--- src/rtl/sram_arbiter_params.sv ---
// Shared types for the SRAM port arbiter: response source tags, pending-FIFO
// entries and the arbiter state encoding.
package sram_arbiter_params;

    typedef enum logic {
        SOURCE_INST = 1'b0,
        SOURCE_DATA = 1'b1
    } source_tag_e;

    typedef struct packed {
        source_tag_e source;
        logic        cancelled;
    } pending_entry_t;

    typedef enum logic [1:0] {
        IDLE      = 2'd0,
        HOLD_INST = 2'd1,
        HOLD_DATA = 2'd2
    } arb_state_e;

    localparam logic [1:0] SIZE_WORD = 2'd2;

endpackage

--- src/rtl/pending_tag_fifo.sv ---
// In-order tag FIFO for requests accepted by the bus but not yet answered.
// cancel_inst marks every stored fetch entry so its response is dropped.
module pending_tag_fifo
    import sram_arbiter_params::*;
#(
    parameter int DEPTH = 2
) (
    input  logic           clock,
    input  logic           reset,
    input  logic           push,
    input  pending_entry_t push_entry,
    input  logic           pop,
    input  logic           cancel_inst,
    output pending_entry_t head,
    output logic           full,
    output logic           empty
);

    localparam int PTR_W = (DEPTH > 1) ? $clog2(DEPTH) : 1;
    localparam int CNT_W = $clog2(DEPTH + 1);

    pending_entry_t [DEPTH-1:0] entry_reg;
    pending_entry_t [DEPTH-1:0] entry_next;
    logic [PTR_W-1:0]           wr_ptr_reg;
    logic [PTR_W-1:0]           rd_ptr_reg;
    logic [CNT_W-1:0]           count_reg;
    logic                       push_eff;
    logic                       pop_eff;

    function automatic logic [PTR_W-1:0] ptr_inc(input logic [PTR_W-1:0] p);
        return (p == PTR_W'(DEPTH - 1)) ? '0 : p + 1'b1;
    endfunction

    assign full     = (count_reg == CNT_W'(DEPTH));
    assign empty    = (count_reg == '0);
    assign push_eff = push & ~full;
    assign pop_eff  = pop & ~empty;
    assign head     = entry_reg[rd_ptr_reg];

    // A fresh push wins over the cancel broadcast; the caller pre-cancels it.
    generate
        for (genvar gi = 0; gi < DEPTH; gi++) begin : g_entry
            always_comb begin
                entry_next[gi] = entry_reg[gi];
                if (push_eff && (wr_ptr_reg == PTR_W'(gi))) begin
                    entry_next[gi] = push_entry;
                end else if (cancel_inst && (entry_reg[gi].source == SOURCE_INST)) begin
                    entry_next[gi].cancelled = 1'b1;
                end
            end
        end
    endgenerate

    always_ff @(posedge clock or posedge reset) begin
        if (reset) begin
            entry_reg  <= '0;
            wr_ptr_reg <= '0;
            rd_ptr_reg <= '0;
            count_reg  <= '0;
        end else begin
            entry_reg <= entry_next;
            if (push_eff) wr_ptr_reg <= ptr_inc(wr_ptr_reg);
            if (pop_eff)  rd_ptr_reg <= ptr_inc(rd_ptr_reg);
            case ({push_eff, pop_eff})
                2'b10:   count_reg <= count_reg + 1'b1;
                2'b01:   count_reg <= count_reg - 1'b1;
                default: count_reg <= count_reg;
            endcase
        end
    end

endmodule

--- src/rtl/sram_port_arbiter.sv ---
// Shares one SRAM-like bus port between fetch and data requesters, routing
// in-order responses back and dropping fetch responses killed by a flush.
module sram_port_arbiter
    import sram_arbiter_params::*;
#(
    parameter int ADDR_WIDTH      = 32,
    parameter int DATA_WIDTH      = 32,
    parameter int MAX_OUTSTANDING = 2
) (
    input  logic                  clock,
    input  logic                  reset,
    input  logic                  inst_req,
    input  logic [ADDR_WIDTH-1:0] inst_addr,
    output logic                  inst_addr_ok,
    output logic                  inst_data_ok,
    output logic [DATA_WIDTH-1:0] inst_rdata,
    input  logic                  data_req,
    input  logic                  data_wr,
    input  logic [1:0]            data_size,
    input  logic [3:0]            data_wstrb,
    input  logic [ADDR_WIDTH-1:0] data_addr,
    input  logic [DATA_WIDTH-1:0] data_wdata,
    output logic                  data_addr_ok,
    output logic                  data_data_ok,
    output logic [DATA_WIDTH-1:0] data_rdata,
    input  logic                  flush,
    output logic                  bus_req,
    output logic                  bus_wr,
    output logic [1:0]            bus_size,
    output logic [3:0]            bus_wstrb,
    output logic [ADDR_WIDTH-1:0] bus_addr,
    output logic [DATA_WIDTH-1:0] bus_wdata,
    input  logic                  bus_addr_ok,
    input  logic                  bus_data_ok,
    input  logic [DATA_WIDTH-1:0] bus_rdata,
    output logic                  busy
);

    typedef struct packed {
        logic                  wr;
        logic [1:0]            size;
        logic [3:0]            wstrb;
        logic [ADDR_WIDTH-1:0] addr;
        logic [DATA_WIDTH-1:0] wdata;
    } held_request_t;

    arb_state_e     state_reg, state_next;
    held_request_t  held_reg, held_next;
    logic           hold_cancel_reg, hold_cancel_next;
    held_request_t  req_sel;
    held_request_t  data_fields;
    held_request_t  inst_fields;
    logic           bus_req_c;
    logic           inst_addr_ok_c;
    logic           data_addr_ok_c;
    logic           push;
    pending_entry_t push_entry;
    pending_entry_t head;
    logic           fifo_full;
    logic           fifo_empty;
    logic           inst_resp_c;
    logic           data_resp_c;

    assign data_fields = '{wr: data_wr, size: data_size, wstrb: data_wstrb,
                           addr: data_addr, wdata: data_wdata};
    assign inst_fields = '{wr: 1'b0, size: SIZE_WORD, wstrb: 4'b0000,
                           addr: inst_addr, wdata: '0};

    always_comb begin
        state_next       = state_reg;
        held_next        = held_reg;
        hold_cancel_next = hold_cancel_reg;
        req_sel          = '0;
        bus_req_c        = 1'b0;
        inst_addr_ok_c   = 1'b0;
        data_addr_ok_c   = 1'b0;
        push             = 1'b0;
        push_entry       = '{source: SOURCE_INST, cancelled: 1'b0};
        case (state_reg)
            IDLE: begin
                if (!fifo_full && data_req) begin
                    bus_req_c = 1'b1;
                    req_sel   = data_fields;
                    if (bus_addr_ok) begin
                        data_addr_ok_c = 1'b1;
                        push           = 1'b1;
                        push_entry     = '{source: SOURCE_DATA, cancelled: 1'b0};
                    end else begin
                        held_next  = data_fields;
                        state_next = HOLD_DATA;
                    end
                end else if (!fifo_full && inst_req) begin
                    bus_req_c = 1'b1;
                    req_sel   = inst_fields;
                    if (bus_addr_ok) begin
                        inst_addr_ok_c = 1'b1;
                        push           = 1'b1;
                        push_entry     = '{source: SOURCE_INST, cancelled: flush};
                    end else begin
                        held_next        = inst_fields;
                        hold_cancel_next = flush;
                        state_next       = HOLD_INST;
                    end
                end
            end
            HOLD_INST: begin
                bus_req_c = 1'b1;
                req_sel   = held_reg;
                // A flushed fetch still has to finish its bus handshake.
                if (bus_addr_ok) begin
                    inst_addr_ok_c   = ~(hold_cancel_reg | flush);
                    push             = 1'b1;
                    push_entry       = '{source: SOURCE_INST,
                                         cancelled: hold_cancel_reg | flush};
                    hold_cancel_next = 1'b0;
                    state_next       = IDLE;
                end else if (flush) begin
                    hold_cancel_next = 1'b1;
                end
            end
            HOLD_DATA: begin
                bus_req_c = 1'b1;
                req_sel   = held_reg;
                if (bus_addr_ok) begin
                    data_addr_ok_c = 1'b1;
                    push           = 1'b1;
                    push_entry     = '{source: SOURCE_DATA, cancelled: 1'b0};
                    state_next     = IDLE;
                end
            end
            default: state_next = IDLE;
        endcase
    end

    always_ff @(posedge clock or posedge reset) begin
        if (reset) begin
            state_reg       <= IDLE;
            held_reg        <= '0;
            hold_cancel_reg <= 1'b0;
        end else begin
            state_reg       <= state_next;
            held_reg        <= held_next;
            hold_cancel_reg <= hold_cancel_next;
        end
    end

    pending_tag_fifo #(
        .DEPTH(MAX_OUTSTANDING)
    ) u_pending (
        .clock      (clock),
        .reset      (reset),
        .push       (push),
        .push_entry (push_entry),
        .pop        (bus_data_ok),
        .cancel_inst(flush),
        .head       (head),
        .full       (fifo_full),
        .empty      (fifo_empty)
    );

    assign data_resp_c = bus_data_ok & ~fifo_empty & (head.source == SOURCE_DATA);
    assign inst_resp_c = bus_data_ok & ~fifo_empty & (head.source == SOURCE_INST)
                       & ~head.cancelled & ~flush;

    // Every output is gated so an asserted reset silences the port instantly.
    assign bus_req      = ~reset & bus_req_c;
    assign bus_wr       = ~reset & req_sel.wr;
    assign bus_size     = reset ? 2'b00 : req_sel.size;
    assign bus_wstrb    = reset ? 4'b0000 : req_sel.wstrb;
    assign bus_addr     = reset ? '0 : req_sel.addr;
    assign bus_wdata    = reset ? '0 : req_sel.wdata;
    assign inst_addr_ok = ~reset & inst_addr_ok_c;
    assign data_addr_ok = ~reset & data_addr_ok_c;
    assign inst_data_ok = ~reset & inst_resp_c;
    assign data_data_ok = ~reset & data_resp_c;
    assign inst_rdata   = inst_data_ok ? bus_rdata : '0;
    assign data_rdata   = data_data_ok ? bus_rdata : '0;
    assign busy         = ~reset & ((state_reg != IDLE) | ~fifo_empty);

endmodule

--- config.mk ---
export PLATFORM = sky130hd
export DESIGN_NAME = sram_port_arbiter
export DESIGN_NICKNAME = d
export VERILOG_FILES = /design/src/rtl/sram_arbiter_params.sv /design/src/rtl/pending_tag_fifo.sv /design/src/rtl/sram_port_arbiter.sv
export SDC_FILE = /design/constraint.sdc
export NUM_CORES = 1
export LEC_CHECK = 0
export ABC_AREA = 0
export CAP_MARGIN = 10
export CORE_AREA = 2 2 111 113
export CTS_CLUSTER_DIAMETER = 80
export DETAILED_ROUTE_END_ITERATION = 8
export DIE_AREA = 0 0 113 115
export DONT_BUFFER_PORTS = 1
export GPL_TIMING_DRIVEN = 1
export PLACE_DENSITY_LB_ADDON = 0.1
export SETUP_SLACK_MARGIN = 0.2
export SYNTH_ARGS = -nofsm -noshare
export SYNTH_HDL_FRONTEND = slang
export SYNTH_HIERARCHICAL = 1
export SYNTH_SLANG_ARGS = --single-unit
export TNS_END_PERCENT = 20
--- constraint.sdc ---
create_clock -name clock -period 2.1 [get_ports clock]
set_input_delay 0.21 -clock clock [delete_from_list [all_inputs] [get_ports clock]]
set_output_delay 0.21 -clock clock [all_outputs]
set_load 0.02 [all_outputs]
---- Yosys cells after proc, flatten, opt, wreduce, memory -nomap -nowiden ----
Index checks and enable logic that the tools add are counted.
word-level totals
  logic and storage cells ................. 130
  input bits .............................. 142
  output and inout port bits .............. 141
  bits in registers ....................... 82
operators by class
  muxes and demuxes ....................... 52
  magnitude comparators ................... 1
  bitwise gates (word level) .............. 25
  reduce and logical (&&, ||, !) cells .... 19
  add/sub/neg operators ................... 4
  eq/ne operators ......................... 15
operator list
  cell                                                  count
  two-way mux 71 bit                                    5
  case mux 71 bit (2 select lines)                      1
  two-way mux 32 bit                                    4
  two-way mux 70 bit                                    1
  two-way mux 1 bit                                     22
  two-way mux 2 bit                                     10
  bitwise AND 1 bit                                     13
  != test 3 bit (second input constant)                 4
  nonzero test 2 bit                                    6
  != test 2 bit (second input constant)                 5
  NOT 1 bit                                             10
  case mux 1 bit (2 select lines)                       5
  case mux 2 bit (2 select lines)                       2
  AND reduction 4 bit                                   2
  equality test 2 bit (second input constant)           3
  logical AND 1 bit                                     6
  case mux 2 bit (3 select lines)                       1
  AND reduction 5 bit                                   1
  equality test 2 x 1 -> 1 bit (second input constant)  2
  logical NOT 2 bit                                     2
  two-way mux 4 bit                                     1
  adder 1 bit (second input constant)                   2
  adder 2 x 1 -> 2 bit (second input constant)          1
  < comparator 1 x 2 -> 1 bit (second input constant)   1
  other kinds (5)                                       6

---- Longest topological paths before layout ----
  word-level depth ........................ 9
  depth in mapped cells ................... 11
  depth with buffers taken out ............ 10

---- Hierarchy ----
The synthesis kept the hierarchy.
by module, submodules not included
  module             times used  area an instance (sq um)  cells each
  sram_port_arbiter  1           5,104.9                   547
  pending_tag_fifo   1           409.1                     35

---- Least setup slack after synthesis ----
OpenSTA, ideal clock, no wires.
  path type ............................... input port to output port
  from .................................... input reset
  to ...................................... output inst_addr_ok
  cell stages on the path ................. 3
  data arrival time ....................... 2,317 ps
  buffers on the path ..................... 0
  slack ................................... -427 ps
  data required time ...................... 1,890 ps
  cells stage by stage .................... inv_1 -> nand2_1 -> nor2_1
between the ends
  cells in the longest elaborated chain, start to end .. 2
RTL lines
  item               line                      text
  from (decl)        sram_port_arbiter.sv:11   input logic reset,
  NOT 1 bit          sram_port_arbiter.sv:172  assign inst_addr_ok = ~reset & inst_addr_ok_c;
  bitwise AND 1 bit  sram_port_arbiter.sv:172
  to (decl)          sram_port_arbiter.sv:14   output logic inst_addr_ok,
Every way passes these cells.

---- Final worst setup path ----
  from .................................... register u_pending.count_reg[1]
  to ...................................... output bus_wdata[17]
between the ends
  cells in the longest elaborated chain, start to end .. 6
RTL lines
  item                              line                      text
  from (decl)                       pending_tag_fifo.sv:26    logic [CNT_W-1:0] count_reg;
  from (signal assigned)            pending_tag_fifo.sv:65    2'b10: count_reg <= count_reg + 1'b1;
  from (signal assigned)            pending_tag_fifo.sv:66    2'b01: count_reg <= count_reg - 1'b1;
  from (signal assigned)            pending_tag_fifo.sv:67    default: count_reg <= count_reg;
  equality test 2 bit               pending_tag_fifo.sv:34    assign full = (count_reg == CNT_W'(DEPTH));
  via fifo_full                     sram_port_arbiter.sv:59   logic fifo_full;
  logical NOT 1 bit                 sram_port_arbiter.sv:81   if (!fifo_full && data_req) begin
  logical AND 1 bit                 sram_port_arbiter.sv:81
  two-way mux 71 bit                sram_port_arbiter.sv:81
  case mux 71 bit (2 select lines)  sram_port_arbiter.sv:79   case (state_reg)
  two-way mux 32 bit                sram_port_arbiter.sv:171  assign bus_wdata = reset ? '0 : req_sel.wdata;
  to (decl)                         sram_port_arbiter.sv:32   output logic [DATA_WIDTH-1:0] bus_wdata,
The timed path passes the listed nets, and every way through them passes these cells.

==> impl_metrics.py <==
metrics = {
    "setup_path": {
        "crit_path_frequent_cell": "buf_6",
        "endpoint_kind": "output port",
        "r2r-end": "u_pending/count_reg[1]$_DFFE_PP0P_",
        "crit_end": "bus_wdata[17]",
        "r2r_setup_slack_ps": -20,
        "startpoint": "u_pending/count_reg[1]$_DFFE_PP0P_",
        "reg2reg_from": "u_pending/count_reg[1]$_DFFE_PP0P_",
        "cp.required_ps": 1890,
        "cp_data_arrival_time_ps": 2100,
        "path_class": "reg2out",
        "critPathMaxStageDelay_ps": 410,
        "worst-path-max-fanout": 5,
        "crit_path_top_delay_cell": "dfrtp_1",
        "startpoint_type": "flop",
        "crit_chain": "nand2b_4 -> clkinvlp_4 -> buf_6 -> and3b_2 -> buf_6 -> clkbuf_16 -> a22oi_1 -> nor2_1 -> buf_4",
        "worstRegToRegCells": 13,
    },
    "pwr": {
        "p_sw_mw": 4.46,
        "swShare_pct": 40.3,
        "clockPowerShare_pct": 15.6,
        "pwr_density_cell_mw_per_mm2": 1410,
        "power.internal_mw": 6.59,
        "leakagePower_nw": 3.55,
        "power_frac_comb_pct": 59.9,
        "pwr-share-seq_pct": 24.5,
        "ir_drop_mv": 0.745,
        "total_power_mw": 11.0,
    },
    "synth": {
        "synth-adder-area-share_pct": 1.13,
        "ys_ff_latch": 82,
        "synth_nets": 729,
        "synth_flop_cell": "dfrtp_1",
        "synth_xor_area_share_pct": 0.794,
        "synth_top_family_by_area": "multiplexers",
        "avgSynthCellArea_um2": 9.47,
        "syn_inst": 582,
        "synth_top_area_share_pct": 37.2,
        "syn-cell-area_mm2": 0.00551,
        "async_reset_ff_share_pct": 100,
        "synth_area_leaders": "dfrtp_1 37%, mux2i_1 14%, and2_1 7.4%, mux2_4 5.4%, a22oi_1 5.2%",
        "synth-simple-area-share_pct": 17.7,
        "yosysSeqAreaShare_pct": 37.2,
        "yosysTopAreaCell": "dfrtp_1",
        "synth-compound-area-share_pct": 11.8,
        "muxShareOfSynthArea_pct": 22.1,
        "synth_edf_count": 0,
        "ys_warn_count": 6,
        "synthDistinctLibCells": 41,
    },
    "floorplan": {
        "ioPinCount": 283,
        "initial_core_util_pct": 46.7,
        "fp-row-count": 40,
        "core_area_mm2": 0.0118,
        "die_w_um": 113,
        "dieArea_mm2": 0.0130,
        "dieHeight_um": 115,
    },
    "clock_network": {
        "clk_pin_slew_ps": 70,
        "cts_buffers": 9,
        "cts_num_sinks": 82,
        "cts_root_buf": "clkbuf_16",
        "cts_tree": "built",
        "htreeDepth": 3,
        "clk_path_buf_depth": 2,
        "worstSkewPairLatency_ps": 350,
    },
    "drt": {
        "postRouteAntennaNets": 0,
        "vias": 4803,
        "drt_iter0_drc": 288,
        "dr.pass1.iters": 8,
        "drc_errors": 20,
        "wl_per_cell_um": 21.3,
        "viasPerCell": 5.79,
        "totalWireLength_um": 17600,
    },
    "timing": {
        "worstMarginPinSlew_ps": 559,
        "finalClockSkew_ps": 11.3,
        "max_freq_mhz": 433,
        "period_minus_slack_ps": 2310,
        "rsz0062_at_grt": "yes",
        "final.period_utilization_pct": 110,
        "maxSlewHeadroom_pct": 62.9,
        "hold_violations": 0,
        "drv_slew": 0,
        "fin_ws_ps": -211,
        "holdWs_ps": 4.45,
        "setup-violations-final": 73,
    },
    "final_layout": {
        "diodes": 0,
        "fillers": 911,
        "finalNetCount": 824,
        "area_growth_pct": 42.1,
        "final_cell_area_mm2": 0.00784,
        "largest_reg_flops": 71,
        "layout-drive-gt1-share_pct": 45.0,
    },
    "place": {
        "dp_hpwl_um": 10800,
        "port_buffers": 0,
        "globalplace.congestion": 0.854,
        "placed_cell_area_mm2": 0.00613,
    },
    "min_path": {
        "hold_path_depth": 2,
        "hp-class": "in2reg",
    },
    "global_routing": {
        "grt-ovfl-total": 0,
        "grt_pass1_vias": 4714,
        "grt.total_usage_pct": 25.0,
        "grt_max_degree": 57,
        "grt_first_pass_wirelength_um": 25400,
        "antenna_found_initial": 0,
    },
    "run_status": {
        "status": "finished with violations",
        "failed_checks": "design-rule violations, negative setup slack",
    },
    "flow_run": {
        "cap_violations": 0,
    },
}
==> cell usage after synthesis (2+ instances only) <==
cell type and number:
xor2_1 2, a22oi_1 38, inv_1 63, o2bb2ai_1 17, dfrtp_1 82, mux2_4 20
or2_2 2, and2_1 65, ha_1 5, nor2b_1 4, buf_2 13, o22ai_1 2
nand2b_1 3, nand2_1 45, a21oi_1 7, xnor2_1 3, buf_6 4, nand3_1 2
buf_4 7, nor2_1 50, clkbuf_1 20, o21ai_0 2, nor3_1 4, and4bb_2 2
mux2i_1 76, mux2_2 14, and3_1 2, a32o_1 15
==> kinds of logic (layout without fill, tap and decap cells) <==
group	after synthesis	after routing
xor+xnor	5	5
mux	110	110
flops	82	82
fa+ha+maj	5	5
compound gates	82	82
simple gates	189	192
buf+inv	109	206
==> layer usage <==
| metal | routed length (µm) | global-route usage (%) | up-vias |
|---|---|---|---|
| li1 | - | - | 2171 |
| met1 | 6990 | 30.8 | 2366 |
| met2 | 9110 | 43.9 | 234 |
| met3 | 1140 | 4.74 | 32 |
| met4 | 412 | 9.19 | 0 |
| met5 | 0 | 0 | - |
==> worst min-delay path by stage <==
| stage | to | slack (ps) | startpoint |
|---|---|---|---|
| after floorplan | u_pending/count_reg[0]$_DFFE_PP0P_ | 30 | reset |
| after global placement | u_pending/count_reg[0]$_DFFE_PP0P_ | 60 | reset |
| after detailed placement | u_pending/count_reg[0]$_DFFE_PP0P_ | 60 | reset |
| after CTS | held_reg[4]$_DFFE_PP0P_ | 0.2 | data_wdata[4] |
| after global routing | held_reg[67]$_DFFE_PP0P_ | 10 | data_wstrb[3] |
| final | held_reg[29]$_DFFE_PP0P_ | 4 | data_wdata[29] |
==> metrics by stage <==
stage                     cells  TNS, ps  utilization, %  setup WS, ps
after floorplan             582        0               -           175
after global placement      757        0            51.9          95.1
after detailed placement    757        0            51.9          3.29
after CTS                   808    -9210            61.2          -192
after global routing        829   -17460            66.4          -289
final                       829    -8820            66.4          -211
==> timing repair <==
item,in CTS,in global routing
pin swaps,23,58
hold buffers,16,0
setup endpoints to repair,193,197
gates resized for setup,141,82
hold endpoints to repair,42,0
buffers inserted,12,13
cloned,7,8
==> worst max-delay path, delay by kind of cell (launching register included) <==
family,cells,cell delay (ps)
AND/OR/NAND/NOR,3,590
buffers and inverters,5,700
flip-flops,1,410
AO/OA/AOI/OAI,1,60
==> power groups by stage <==
| stage | combinational (mW) | clock [mW] | sequential, mW |
|---|---|---|---|
| 3_3_place_gp | 4.81 | 0 | 2.63 |
| 4_1_cts | 5.73 | 1.75 | 2.66 |
| 6_report | 6.62 | 1.72 | 2.71 |
| 5_1_grt | 7.05 | 1.81 | 2.79 |
| 3_5_place_dp | 4.89 | 0 | 2.65 |
| 2_1_floorplan | 3.75 | 0 | 2.56 |
==> area by class of cell <==
type                    instances  area, µm²  area share, %
inverters                      63        244           3.11
flip-flops and latches         82       2050           26.2
repair buffers                127       1470           18.8
well taps                     147        184           2.35
clock buffers                  10        229           2.92
multi-input cells             394       3560           45.5
clock inverters                 6       90.1           1.15
==> cell usage in the layout, fill, tap and decap left out, types with 3 or more instances in the layout <==
cell,synthesis,layout
a21oi_1,7,4
a21oi_2,0,3
a22oi_1,38,34
a22oi_2,0,4
a32o_2,0,15
and2_1,65,9
and2_2,0,23
and2_4,0,33
and3_4,1,6
buf_12,1,14
buf_16,0,5
buf_4,7,69
buf_6,4,13
clkbuf_16,0,17
clkinvlp_4,0,3
dfrtp_1,82,81
dlygate4sd3_1,0,16
inv_1,63,59
mux2_2,14,7
mux2_4,20,27
mux2i_1,76,61
mux2i_2,0,7
mux2i_4,0,8
nand2_1,45,44
nor2_1,50,43
nor2_2,1,4
nor2_4,0,4
nor2b_1,4,3
o2bb2ai_1,17,4
o2bb2ai_2,0,11
No activity file was read; power rests on OpenSTA's default activity.
